`config.mk`:
```
export PLATFORM = sky130hd
export DESIGN_NAME = bi_lane_interleaver
export DESIGN_NICKNAME = d
export VERILOG_FILES = /design/src/rtl/bi_keccak_pkg.sv /design/src/rtl/bi_pipe_reg.sv /design/src/rtl/bi_lane_interleaver.sv
export SDC_FILE = /design/constraint.sdc
export NUM_CORES = 1
export LEC_CHECK = 0
export ABC_CLOCK_PERIOD_IN_PS = 3440
export BUFFER_PORTS_ARGS = -buffer_cell sky130_fd_sc_hd__buf_2
export CORE_UTILIZATION = 58
export DETAILED_ROUTE_END_ITERATION = 7
export PLACE_DENSITY = 0.85
export SKIP_CTS_REPAIR_TIMING = 1
export SYNTH_ARGS = -nofsm -noshare
export SYNTH_HDL_FRONTEND = slang
export SYNTH_SLANG_ARGS = --single-unit
export TNS_END_PERCENT = 5
```
`constraint.sdc`:
```
create_clock -name clk -period 3.44 [get_ports clk]
set_input_delay 0.172 -clock clk [delete_from_list [all_inputs] [get_ports clk]]
set_output_delay 0.172 -clock clk [all_outputs]
set_load 0.01 [all_outputs]
```
`src/rtl/bi_keccak_pkg.sv`:
```
// Shared Keccak lane definitions: rho offset table, beat payload types and the
// bit-interleave helper functions used by the rotate-unit front end.
package bi_keccak_pkg;

    localparam int LANE_W    = 64;
    localparam int NUM_LANES = 25;
    localparam int SHIFT_W   = 6;

    typedef logic [4:0] lane_idx_t;

    // Rotate-left offsets for rho, indexed by x+5y.
    localparam logic [5:0] RHO_OFFSETS [NUM_LANES] = '{
        6'd0,  6'd1,  6'd62, 6'd28, 6'd27,
        6'd36, 6'd44, 6'd6,  6'd55, 6'd20,
        6'd3,  6'd10, 6'd43, 6'd25, 6'd39,
        6'd41, 6'd45, 6'd15, 6'd21, 6'd8,
        6'd18, 6'd2,  6'd61, 6'd56, 6'd14
    };

    typedef struct packed {
        logic              err;
        lane_idx_t         idx;
        logic [LANE_W-1:0] lane;
    } s1_beat_t;

    typedef struct packed {
        logic               last;
        logic [SHIFT_W-1:0] shift;
        s1_beat_t           beat;
    } s2_beat_t;

    function automatic logic [LANE_W-1:0] bi_interleave(input logic [LANE_W-1:0] lane);
        logic [LANE_W-1:0] res;
        res = '0;
        for (int j = 0; j < LANE_W / 2; j++) begin
            res[j]              = lane[2*j];
            res[LANE_W / 2 + j] = lane[2*j + 1];
        end
        return res;
    endfunction

    function automatic logic [LANE_W-1:0] bi_deinterleave(input logic [LANE_W-1:0] lane);
        logic [LANE_W-1:0] res;
        res = '0;
        for (int j = 0; j < LANE_W / 2; j++) begin
            res[2*j]     = lane[j];
            res[2*j + 1] = lane[LANE_W / 2 + j];
        end
        return res;
    endfunction

    // Rotating right by (64 - rho) mod 64 equals rotating left by rho; 6-bit wrap keeps rho=0 at 0.
    function automatic logic [SHIFT_W-1:0] rho_to_rotr(input lane_idx_t idx);
        logic [SHIFT_W-1:0] res;
        res = '0;
        if (idx < lane_idx_t'(NUM_LANES))
            res = 6'd0 - RHO_OFFSETS[idx];
        return res;
    endfunction

endpackage

```
`src/rtl/bi_pipe_reg.sv`:
```
// Single valid/ready register slice; accepts a new word whenever it is empty
// or its current word is leaving in the same cycle.
module bi_pipe_reg #(
    parameter int W = 8
) (
    input  logic         clk,
    input  logic         reset_n,
    input  logic         in_valid,
    output logic         in_ready,
    input  logic [W-1:0] in_data,
    output logic         out_valid,
    input  logic         out_ready,
    output logic [W-1:0] out_data
);
    import bi_keccak_pkg::*;

    assign in_ready = !out_valid || out_ready;

    always_ff @(posedge clk or negedge reset_n) begin
        if (!reset_n) begin
            out_valid <= 1'b0;
            out_data  <= '0;
        end else if (in_ready) begin
            out_valid <= in_valid;
            if (in_valid)
                out_data <= in_data;
        end
    end

endmodule

```
`src/rtl/bi_lane_interleaver.sv`:
```
// Lane tagger and bit-interleaver feeding the interleaved rotate unit.
// Optional BI_DEINTERLEAVE_EN adds in_dir to select the inverse mapping.
module bi_lane_interleaver #(
    parameter int LANE_W    = 64,
    parameter int NUM_LANES = 25,
    parameter int SHIFT_W   = 6
) (
    input  logic               clk,
    input  logic               reset_n,
    input  logic               in_valid,
    output logic               in_ready,
    input  logic               in_sof,
    input  logic [LANE_W-1:0]  in_lane,
`ifdef BI_DEINTERLEAVE_EN
    input  logic               in_dir,
`endif
    output logic               out_valid,
    input  logic               out_ready,
    output logic [LANE_W-1:0]  out_lane,
    output logic [SHIFT_W-1:0] out_shift,
    output logic [4:0]         out_idx,
    output logic               out_last,
    output logic               out_err
);
    import bi_keccak_pkg::*;

    if (LANE_W != 64 || SHIFT_W != $clog2(LANE_W) || NUM_LANES != 25) begin : g_bad_config
        $error("bi_lane_interleaver supports only LANE_W=64, SHIFT_W=6, NUM_LANES=25");
    end

    localparam lane_idx_t LAST_IDX = lane_idx_t'(NUM_LANES - 1);

    lane_idx_t         cnt;
    lane_idx_t         beat_idx;
    logic              beat_err;
    logic              accept;
    logic [LANE_W-1:0] beat_lane;
    s1_beat_t          s1_in;
    s1_beat_t          s1_q;
    s2_beat_t          s2_in;
    s2_beat_t          s2_q;
    logic              s1_valid;
    logic              s2_ready;

    // A misplaced sof or a missing sof both restart the frame at index 0 and flag the beat.
    assign beat_idx = in_sof ? '0 : cnt;
    assign beat_err = in_sof ? (cnt != '0) : (cnt == '0);
    assign accept   = in_valid && in_ready;

`ifdef BI_DEINTERLEAVE_EN
    assign beat_lane = in_dir ? bi_deinterleave(in_lane) : bi_interleave(in_lane);
`else
    assign beat_lane = bi_interleave(in_lane);
`endif

    always_ff @(posedge clk or negedge reset_n) begin
        if (!reset_n)
            cnt <= '0;
        else if (accept)
            cnt <= (beat_idx == LAST_IDX) ? '0 : beat_idx + 1'b1;
    end

    assign s1_in = '{err: beat_err, idx: beat_idx, lane: beat_lane};

    bi_pipe_reg #(.W($bits(s1_beat_t))) u_s1 (
        .clk       (clk),
        .reset_n   (reset_n),
        .in_valid  (in_valid),
        .in_ready  (in_ready),
        .in_data   (s1_in),
        .out_valid (s1_valid),
        .out_ready (s2_ready),
        .out_data  (s1_q)
    );

    assign s2_in = '{last: (s1_q.idx == LAST_IDX), shift: rho_to_rotr(s1_q.idx), beat: s1_q};

    bi_pipe_reg #(.W($bits(s2_beat_t))) u_s2 (
        .clk       (clk),
        .reset_n   (reset_n),
        .in_valid  (s1_valid),
        .in_ready  (s2_ready),
        .in_data   (s2_in),
        .out_valid (out_valid),
        .out_ready (out_ready),
        .out_data  (s2_q)
    );

    assign out_lane  = s2_q.beat.lane;
    assign out_idx   = s2_q.beat.idx;
    assign out_err   = s2_q.beat.err;
    assign out_shift = s2_q.shift;
    assign out_last  = s2_q.last;

endmodule
```
==> out/qor.txt <==
outcome: complete, no violations
Worst VDD drop: 0.450 mV
Sw Pwr: 0.00157 W
worst-case clock buffer depth: 2
Routed Antenna Nets: 0
Net Sw Frac: 28.6%
final setup vio count: 0
Yosys cell types: 40
fraction of registers with async set/reset: 100%
placer congestion estimate: 0.923
Register Area: 3850 um2
Slew headroom: 29.2%
FILL cells: 597
syn_area_per_cell: 14.3 um2
H-tree levels: 4
Synth top cells by count: dfrtp_1, mux2_2, nand2_1
Die Y: 106 um
sequential share of the synthesized area: 60.9%
Worst R2R Start: u_s1.out_data[64]$_DFFE_PN0P_
Synth Flop Type: dfrtp_1
Synth Cell Area: 6330 um2
multi-input logic area: 2340 um2
CP Capture Type: flop
Initial Util: 60.5%
post-layout instance area: 8400 um2
pre-CTS WS: 1070 ps
Hold EP: u_s2.out_valid$_DFFE_PN0P_
Post-synth EDFFs: 0
total power: 0.00549 W
number of I/O port buffers: 147
largest net degree at the start of global routing: 98
Yosys top cell area share: 60.9%
most numerous cell in the Yosys netlist: dfrtp_1
clock network fraction of total power: 33.2%
#FFs+latches synth: 154
Setup WS post-layout: 1030 ps
Cell Area, Placed: 7160 um2
synth-to-layout area growth: 32.7%
sinks on the clock net: 154
synth top area cells: dfrtp_1, mux2_2, ha_1
hold slack final: 13.1 ps
Gate power share: 22.9%
row cnt: 37
Worst Path Required: 3840 ps
TNS Setup: 0 ps
Synth Net Count: 521
Final Cycle Share: 69.9%
maxcap violations: 0
grt met1 use: 29.0%
reg2reg end: u_s2.out_data[74]$_DFFE_PN0P_
Die Span X: 106 um
r2r worst-path depth: 9
cell-internal power: 0.00392 W
crit-path max FO: 8
RSZ-0062 raised after global routing: no
WP data arrival: 2800 ps
HP Start: out_ready
hpwl dp: 8360 um
Min Clock Period, post-route: 2410 ps
grt peak-use layer: met2
CP Class: flop to flop
layout net count: 732
CTS Buf Count: 17
first-pass GRT wire length: 20800 um
Clock transition at path regs: 60 ps
ANT cells: 0
met2 Resource Use GR: 40.7%
Total GRT Usage: 24.3%
root buf cell: clkbuf_8
f_max: 0.416 GHz
crit-path cells: inv_1 > ha_1 > nor2b_1 > a2111oi_2 > or3_1 > ha_1 > nand3b_1 > xnor2_1 > o21ai_1
hold depth: 3
vias in the first global route: 4293
biggest area consumer among synthesized cells: dfrtp_1
CTS tree: yes
die area: 11300 um2
share of cells above drive strength 1: 48.1%
vias per cell: 5.41
initial antenna violation count: 0
Slew Viols, Final: 0
worst-margin pin slew: 1060 ps
slowest library cell on the worst path: dfrtp_1
I/O pin count: 148
routed len/inst: 17.7 um
DRC: 0
crit-path max cell delay: 460 ps
cell mode on critical path: ha_1
hold crit path type: input port to flop
met3 usage: 7.79%
CP Launch Type: flop
vias post-DR: 4341
final wirelength: 14200 um
Leakage: 3.86 nW
Setup Skew: 7.19 ps
Pre-antenna DRT Iters: 4
Synthesis Warnings: 0
Gate Count Post-Synth: 443
Skew-Pair Late Insertion Delay: 520 ps
Seq pwr share: 43.9%
Congestion Overflow GR: 0
initial drt markers: 241
core area: 10500 um2
Hold Vio Cnt, Final: 0
Reg2Reg Setup Slack: 1030 ps
PwrDens: 654 nW/um2
-- layout make-up --
type | count | share of cell area, %
Clock buffer | 20 | 5.30
Clock inverter | 12 | 1.65
Inverter | 8 | 0.357
Multi-Input combinational cell | 257 | 27.8
Sequential cell | 154 | 45.9
Tap cell | 136 | 2.03
Timing Repair Buffer | 216 | 17.0
-- registers in the layout, indices dropped and copies added, names as in the netlist --
name and count:
u_s2.out_data 77, u_s1.out_data 70, cnt 5, u_s1.out_valid 1
u_s2.out_valid 1
-- stage by stage --
step,utilization [%],std cells
floorplan,-,443
global placement,68.4,705
detailed placement,68.4,705
CTS,74.0,737
global route,80.3,803
finish,80.3,803
-- per-layer routing --
layer	vias up	part of all wire, %
met4	0	2.7
met3	38	5.5
met1	2168	39
met2	155	52
met5	-	0
li1	1980	-
-- worst max-delay path by stage --
stage                                  startpoint                             to  slack, ps
floorplan           u_s1.out_data[64]$_DFFE_PN0P_  u_s2.out_data[74]$_DFFE_PN0P_       1350
global placement    u_s1.out_data[65]$_DFFE_PN0P_  u_s2.out_data[74]$_DFFE_PN0P_       1190
detailed placement  u_s1.out_data[64]$_DFFE_PN0P_  u_s2.out_data[74]$_DFFE_PN0P_       1070
CTS                 u_s1.out_data[65]$_DFFE_PN0P_  u_s2.out_data[74]$_DFFE_PN0P_       1060
global route        u_s1.out_data[65]$_DFFE_PN0P_  u_s2.out_data[74]$_DFFE_PN0P_        880
finish              u_s1.out_data[64]$_DFFE_PN0P_  u_s2.out_data[74]$_DFFE_PN0P_       1030
-- kinds of logic after synthesis --
group | count (synthesis) | synth area share, %
compound gates | 42 | 4.72
xor+xnor | 6 | 0.830
fa+ha+maj | 9 | 1.78
buf+inv | 32 | 2.43
flops | 154 | 60.9
mux | 134 | 23.8
simple gates | 66 | 5.59
-- placed cells by master, fill, tap and decap left out, types with 2 or more instances in the layout --
cell / synthesis / layout
clkbuf_8: 0 / 3
clkbuf_16: 0 / 16
bufinv_16: 0 / 2
inv_6: 0 / 2
dfrtp_1: 154 / 154
xnor2_1: 5 / 5
nand3_1: 5 / 5
nand2_4: 0 / 2
nor2b_1: 8 / 8
inv_1: 8 / 8
or3_1: 2 / 2
a21oi_1: 5 / 5
nand2b_1: 11 / 11
clkinvlp_4: 0 / 6
ha_1: 9 / 9
nand2_1: 21 / 19
o21ai_0: 14 / 14
o31ai_1: 3 / 3
a211oi_2: 2 / 2
mux2_2: 132 / 132
nand3b_1: 4 / 4
nor2_1: 10 / 10
mux2i_1: 2 / 2
buf_4: 2 / 3
o21ai_1: 5 / 5
dlygate4sd3_1: 0 / 66
nor3_1: 2 / 2
buf_2: 9 / 146
-- power by group through the flow --
stage / registers [W] / clock network, W / logic [W]
final: 0.00241 / 0.00182 / 0.00126
after CTS: 0.00240 / 0.00185 / 0.00120
after detailed placement: 0.00243 / 0 / 0.00118
after floorplan: 0.00250 / 0 / 0.000629
after global placement: 0.00239 / 0 / 0.00114
after global routing: 0.00246 / 0.00193 / 0.00137
-- worst max-delay path, delay by kind of cell (launching register included) --
kind                     cells  cell delay (ps)
AND/OR/NAND/NOR              3              800
XOR/XNOR                     1              120
AO/OA/AOI/OAI                2              160
adder cells (fa/ha/maj)      2              510
buffers and inverters        1              240
flip-flops                   1              460
Power figures use the tool's default switching activity.
